==> config.mk <==
export PLATFORM = sky130hd
export DESIGN_NAME = hilo_mult_ctrl
export DESIGN_NICKNAME = d
export VERILOG_FILES = /design/src/rtl/hilo_mult_ctrl.sv
export SDC_FILE = /design/constraint.sdc
export NUM_CORES = 1
export LEC_CHECK = 0
export BUFFER_PORTS_ARGS = -buffer_cell sky130_fd_sc_hd__buf_4
export CORE_UTILIZATION = 41
export CTS_CLUSTER_SIZE = 8
export DETAILED_ROUTE_END_ITERATION = 10
export PLACE_DENSITY = 0.83
export REMOVE_ABC_BUFFERS = 1
export SLEW_MARGIN = 20
export SYNTH_ARGS = -nofsm -noshare
export SYNTH_HDL_FRONTEND = slang
export SYNTH_SLANG_ARGS = --single-unit
export TNS_END_PERCENT = 50
==> constraint.sdc <==
create_clock -name clk -period 4.1 [get_ports clk]
set_clock_uncertainty 0.1 [all_clocks]
set_input_delay 0.41 -clock clk [delete_from_list [all_inputs] [get_ports clk]]
set_output_delay 0.41 -clock clk [all_outputs]
set_load 0.02 [all_outputs]
==> src/rtl/hilo_mult_ctrl.sv <==
// Operand/result sequencer around a combinational 32x32 multiplier: holds operands
// for LATENCY cycles, then captures the product into HI/LO. Optional macro: MULT_SIGNED_EN.
module hilo_mult_ctrl #(
  parameter int LATENCY = 4
) (
  input  logic        clk,
  input  logic        rst,
  input  logic        start,
  input  logic [31:0] op_a,
  input  logic [31:0] op_b,
`ifdef MULT_SIGNED_EN
  input  logic        signed_op,
`endif
  output logic [31:0] mult_in1,
  output logic [31:0] mult_in2,
  input  logic [63:0] mult_out,
  input  logic        mthi,
  input  logic        mtlo,
  input  logic [31:0] wdata,
  output logic [31:0] hi,
  output logic [31:0] lo,
  output logic        busy,
  output logic        done,
  output logic        dbg_state
);

  localparam int CW = $clog2(LATENCY + 1);

  // Handshake: start is taken only on an edge where busy is low; the issuer
  // must hold off while busy=1, and done marks the edge HI/LO were captured.
  typedef enum logic {ST_IDLE, ST_BUSY} state_t;

  state_t          r_state, w_state_nxt;
  logic [CW-1:0]   r_cnt, w_cnt_nxt;
  logic [31:0]     r_in1, r_in2, r_hi, r_lo;
  logic [31:0]     w_in1_nxt, w_in2_nxt, w_hi_nxt, w_lo_nxt;
  logic            r_busy, r_done, w_busy_nxt, w_done_nxt;
  logic [31:0]     w_opa_sel, w_opb_sel;
  logic [63:0]     w_prod;

`ifdef MULT_SIGNED_EN
  logic r_neg;
  logic w_neg_in;

  // The multiplier is unsigned: feed magnitudes and fix the sign at capture.
  assign w_neg_in  = signed_op & (op_a[31] ^ op_b[31]);
  assign w_opa_sel = (signed_op && op_a[31]) ? (32'd0 - op_a) : op_a;
  assign w_opb_sel = (signed_op && op_b[31]) ? (32'd0 - op_b) : op_b;
  assign w_prod    = r_neg ? (64'd0 - mult_out) : mult_out;

  always_ff @(posedge clk or posedge rst) begin
    if (rst) begin
      r_neg <= 1'b0;
    end else if (r_state == ST_IDLE && start) begin
      r_neg <= w_neg_in;
    end
  end
`else
  assign w_opa_sel = op_a;
  assign w_opb_sel = op_b;
  assign w_prod    = mult_out;
`endif

  always_ff @(posedge clk or posedge rst) begin
    if (rst) begin
      r_state <= ST_IDLE;
      r_cnt   <= '0;
      r_in1   <= '0;
      r_in2   <= '0;
      r_hi    <= '0;
      r_lo    <= '0;
      r_busy  <= 1'b0;
      r_done  <= 1'b0;
    end else begin
      r_state <= w_state_nxt;
      r_cnt   <= w_cnt_nxt;
      r_in1   <= w_in1_nxt;
      r_in2   <= w_in2_nxt;
      r_hi    <= w_hi_nxt;
      r_lo    <= w_lo_nxt;
      r_busy  <= w_busy_nxt;
      r_done  <= w_done_nxt;
    end
  end

  always_comb begin
    w_state_nxt = r_state;
    w_cnt_nxt   = r_cnt;
    w_in1_nxt   = r_in1;
    w_in2_nxt   = r_in2;
    w_hi_nxt    = r_hi;
    w_lo_nxt    = r_lo;
    w_busy_nxt  = r_busy;
    w_done_nxt  = 1'b0;
    case (r_state)
      ST_IDLE: begin
        if (start) begin
          w_in1_nxt   = w_opa_sel;
          w_in2_nxt   = w_opb_sel;
          w_cnt_nxt   = CW'(LATENCY - 1);
          w_busy_nxt  = 1'b1;
          w_state_nxt = ST_BUSY;
        end else begin
          if (mthi) w_hi_nxt = wdata;
          if (mtlo) w_lo_nxt = wdata;
        end
      end
      ST_BUSY: begin
        // Operands stay frozen so the multicycle path through the multiplier holds.
        if (r_cnt != '0) begin
          w_cnt_nxt = r_cnt - 1'b1;
        end else begin
          w_hi_nxt    = w_prod[63:32];
          w_lo_nxt    = w_prod[31:0];
          w_done_nxt  = 1'b1;
          w_busy_nxt  = 1'b0;
          w_state_nxt = ST_IDLE;
        end
      end
      default: w_state_nxt = ST_IDLE;
    endcase
  end

  assign mult_in1  = r_in1;
  assign mult_in2  = r_in2;
  assign hi        = r_hi;
  assign lo        = r_lo;
  assign busy      = r_busy;
  assign done      = r_done;
  assign dbg_state = (r_state == ST_BUSY);

endmodule

# Word level (Yosys, flattened, before mapping)
# Cells that the tools add are included.
# totals
ff_bits	134
inputBits	165
# classes
addsub	1
n_eq_ne	6
muxes	19
n_bitwise	1
n_reduce_logical	6
# ops
op	count
$mux 32	6
$pmux 32 s2	2
$ne 2x2->1 const B	5
$mux 1	6
$mux 3	2
$pmux 3 s2	1
$reduce_and 2->1	3
$reduce_and 3->1	2
$pmux 1 s2	2
$reduce_bool 3->1	1
$sub 3x1->3 const B	1
$ne 2x1->1 const B	1
$not 1->1	1

# Logic depth before layout (Yosys ltp)
# depth
word_depth	3
depth_mapped	7
mapped_depth_nobuf	5

# Worst setup path before layout
# Ideal clock, no wire load.
# synth_timing
kind	register -> register
startpoint	register r_cnt[0]
endpoint	register r_hi[12] (netlist: hi[12])
setup_time_ns	0.125
t_arrival_ns	1.535
t_required_ns	3.875
path_slack_ns	2.340
stages_incl_launch_ff	8
synth_period_minus_slack_ns	1.760
path_cell_list	dfrtp_1 -> inv_1 -> ha_1 -> and3b_1 -> buf_6 -> a21oi_4 -> buf_6 -> mux2_2
# synth_between
elab_chain_cells	3
# synth_lines
item	line	source
start, declared	34	logic [CW-1:0] r_cnt, w_cnt_nxt;
start signal, assigned	76	r_cnt <= w_cnt_nxt;
$reduce_bool 3->1	110	if (r_cnt != '0) begin
$ne 2x2->1 (no line)	--	
$reduce_and 3->1 (no line)	--	
end signal, assigned	79	r_hi <= w_hi_nxt;
end, declared	35	logic [31:0] r_in1, r_in2, r_hi, r_lo;
# Every way passes these cells.
# A chain may end at the register's enable or synchronous reset.

# Worst setup path after layout
# layout_timing
startpoint	register r_state (netlist: dbg_state)
endpoint	output port dbg_state
# layout_rtl
item	line	source
start, declared	33	state_t r_state, w_state_nxt;
start signal, assigned	75	r_state <= w_state_nxt;
end, declared	24	output logic dbg_state
# No word-level cell between the ends.

==> summary.md <==
| Metric | Value |
|---|---|
| Max-slew headroom | 0.3874 |
| Reg2Reg Capture Point | hi[2] |
| Fin crit period | 2.468 ns |
| Compound-Gate Fraction of Synth Area | 0.01034 |
| Resized Gates After CTS | 0 |
| Design Area, Final | 8855 µm² |
| Critical Path Source Type | flop |
| Status | finished clean |
| Maximum vdd drop | 0.0004737 V |
| Largest net degree at the start of global routing | 103 |
| Die X | 121.0 µm |
| Clock Power Share | 0.228 |
| Post-layout util | 0.6404 |
| Placed Area | 8123 µm² |
| Vias in the first global route | 4471 |
| Die area | 14650 µm² |
| Avg Synthesized Cell Area | 12.39 µm² |
| XOR/XNOR Fraction of Synth Area | 0 |
| Seq pwr share | 0.316 |
| Initial antenna violation count | 0 |
| Commonest non-fill, non-tap cell in the layout | buf_4 |
| Crit share post-route | 0.6020 |
| CTS tree | yes |
| Largest family of logic cells by synthesized area | multiplexers |
| Place WS | 1.392 ns |
| Switch Pwr | 2691 µW |
| Post-route DRC violation count | 0 |
| First-pass GRT wire length | 22.53 mm |
| CTS Hold Bufs | 0 |
| Worst Tran Pin Value | 0.9188 ns |
| Worst hold-check path type | in -> async |
| Seq/Total Area, Yosys | 0.5771 |
| WP data arrival | 1.96 ns |
| P per Cell Area | 856.5 nW/µm² |
| Postcts setup bufs | 0 |
| Routability cong. | 0.7650 |
| Combinational power share | 0.457 |
| Fillers | 1101 |
| FF-to-FF path depth | 4 |
| Core area | 13830 µm² |
| Layout cells sized above 1 | 0.5760 |
| Vias | 4444 |
| H-tree Lvls | 4 |
| # diodes | 0 |
| Crit-path max FO | 61 |
| Port bufs | 295 |
| Root Buffer Master | clkbuf_16 |
| R2R Path Start | dbg_state |
| Crit path required time | 3.59 ns |
| Yosys reg bits | 134 |
| Crit path from | dbg_state |
| Setup crit end kind | primary output |
| Worst-path clk slew | 0.06 ns |
| Synth cell types | 22 |
| Initial core utilization | 0.4202 |
| Static Leak | 0.004558 µW |
| Cell count after synthesis | 469 |
| CTS sink cnt | 134 |
| Yosys Warn Count | 0 |
| Grt ovf | 0 |
| IO Count | 296 |
| Synthesized cell area | 5811 µm² |
| Clock latency at the later pin of the worst-skew pair | 0.40 ns |
| CTS Buffer Depth | 2 |
| Post-synthesis adder-cell area fraction | 0.004307 |
| Pint | 4894 µW |
| Max Cap Violations | 0 |
| Final Hold Viols | 0 |
| Crit path kind | reg -> out |
| F_max | 405.1 MHz |
| Post-synthesis simple-gate area fraction | 0.1247 |
| R2R setup slack | 1.70 ns |
| GRT Overall Usage | 0.2048 |
| Area grow syn2layout | 52.39% |
| Slew Viols, Final | 0 |
| Setup-failing EPs final | 0 |
| RSZ-0062 raised after global routing | no |
| Mux share of post-synthesis cell area | 0.2515 |
| Sw frac | 0.3548 |
| Drt wl/cell | 15.46 µm |
| Die span in y | 121.0 µm |
| Most frequent cells in the layout | buf_4, dfrtp_1, nand2_1 |
| CTS buffer count | 17 |
| Via-per-instance ratio | 4.649 |
| TritonRoute pass-1 iters | 4 |
| Final ANT Viol Nets | 0 |
| Std-Cell Rows | 43 |
| HPWL Detailed | 11.01 mm |
| Final worst slack | 1.632 ns |
| Layout Nets | 931 |
| First DRT Iteration DRCs | 117 |
| Total Wirelength | 14.78 mm |
power groups by stage:
stage | combinational [µW] | clock (µW) | sequential (µW)
after floorplan | 1140 | 0 | 3200
after global placement | 3400 | 0 | 2370
after detailed placement | 3460 | 0 | 2410
after CTS | 3460 | 1760 | 2400
after global routing | 3700 | 1810 | 2490
final | 3460 | 1730 | 2400
per-stage QoR:
stage	TNS, ns	instances	hold slack [ns]	power (µW)
after floorplan	-61.62	444	0.3640	4337
after global placement	0	923	0.3759	5768
after detailed placement	0	923	0.3830	5862
after CTS	0	954	0.1169	7622
after global routing	0	956	0.1171	7997
final	0	956	0.09265	7584
state kept, by name, indices dropped and copies added (netlist names):
register and flops:
busy 1, dbg_state 1, done 1, hi 32
lo 32, mult_in1 32, mult_in2 32, r_cnt 3
worst max path at each step:
| stage | depth (start not counted) | to | slack [ns] |
|---|---|---|---|
| 2_1_floorplan | 2 | mult_in1[0] | -0.95 |
| 3_3_place_gp | 3 | hi[22] | 1.47 |
| 3_5_place_dp | 3 | hi[2] | 1.39 |
| 4_1_cts | 3 | hi[2] | 1.40 |
| 5_1_grt | 2 | dbg_state | 1.48 |
| 6_report | 2 | dbg_state | 1.63 |
synthesized netlist by cell type:
| master | count | area (µm²) |
|---|---|---|
| dfrtp_1 | 134 | 3353 |
| nand2_1 | 128 | 480.5 |
| mux2_2 | 110 | 1239 |
| nand2b_1 | 34 | 212.7 |
| mux2_1 | 18 | 202.7 |
| buf_6 | 7 | 78.83 |
| clkbuf_1 | 7 | 26.28 |
| buf_2 | 5 | 25.02 |
| buf_4 | 5 | 37.54 |
| inv_1 | 4 | 15.01 |
| nor2_1 | 3 | 11.26 |
| a21oi_4 | 2 | 32.53 |
| ha_1 | 2 | 25.02 |
| mux2i_1 | 2 | 20.02 |
| a21o_1 | 1 | 7.510 |
| a21oi_1 | 1 | 5.000 |
| and3b_1 | 1 | 8.760 |
| buf_1 | 1 | 3.750 |
| nand3_1 | 1 | 5.000 |
| nor2b_1 | 1 | 6.260 |
| o21a_1 | 1 | 7.510 |
| o21bai_1 | 1 | 7.510 |
logic make-up after synthesis:
kind of cell | count (synthesis)
simple gates | 168
mux | 130
buf+inv | 29
flops | 134
compound gates | 6
fa+ha+maj | 2
critical path, stage by stage, from the launching register on:
cell and delay, ns:
dfrtp_2 0.77, buf_4 0.53, buf_4 0.23
layer usage:
metal | wire length (µm) | GRT usage
met5 | 0 | 0
met4 | 229 | 0.06790
met3 | 1719 | 0.09680
met2 | 7673 | 0.3614
met1 | 5158 | 0.2123
final cells by class:
type,count,area [µm²],area share
Clock buffer,19,452.9,0.05115
Clock inverter,12,224.0,0.02529
Inverter,4,20.02,0.002261
Multi-Input combinational cell,306,2278,0.2573
Sequential cell,134,3354,0.3788
Tap cell,180,225.2,0.02543
Timing Repair Buffer,301,2300,0.2597
Power figures use the tool's default switching activity.
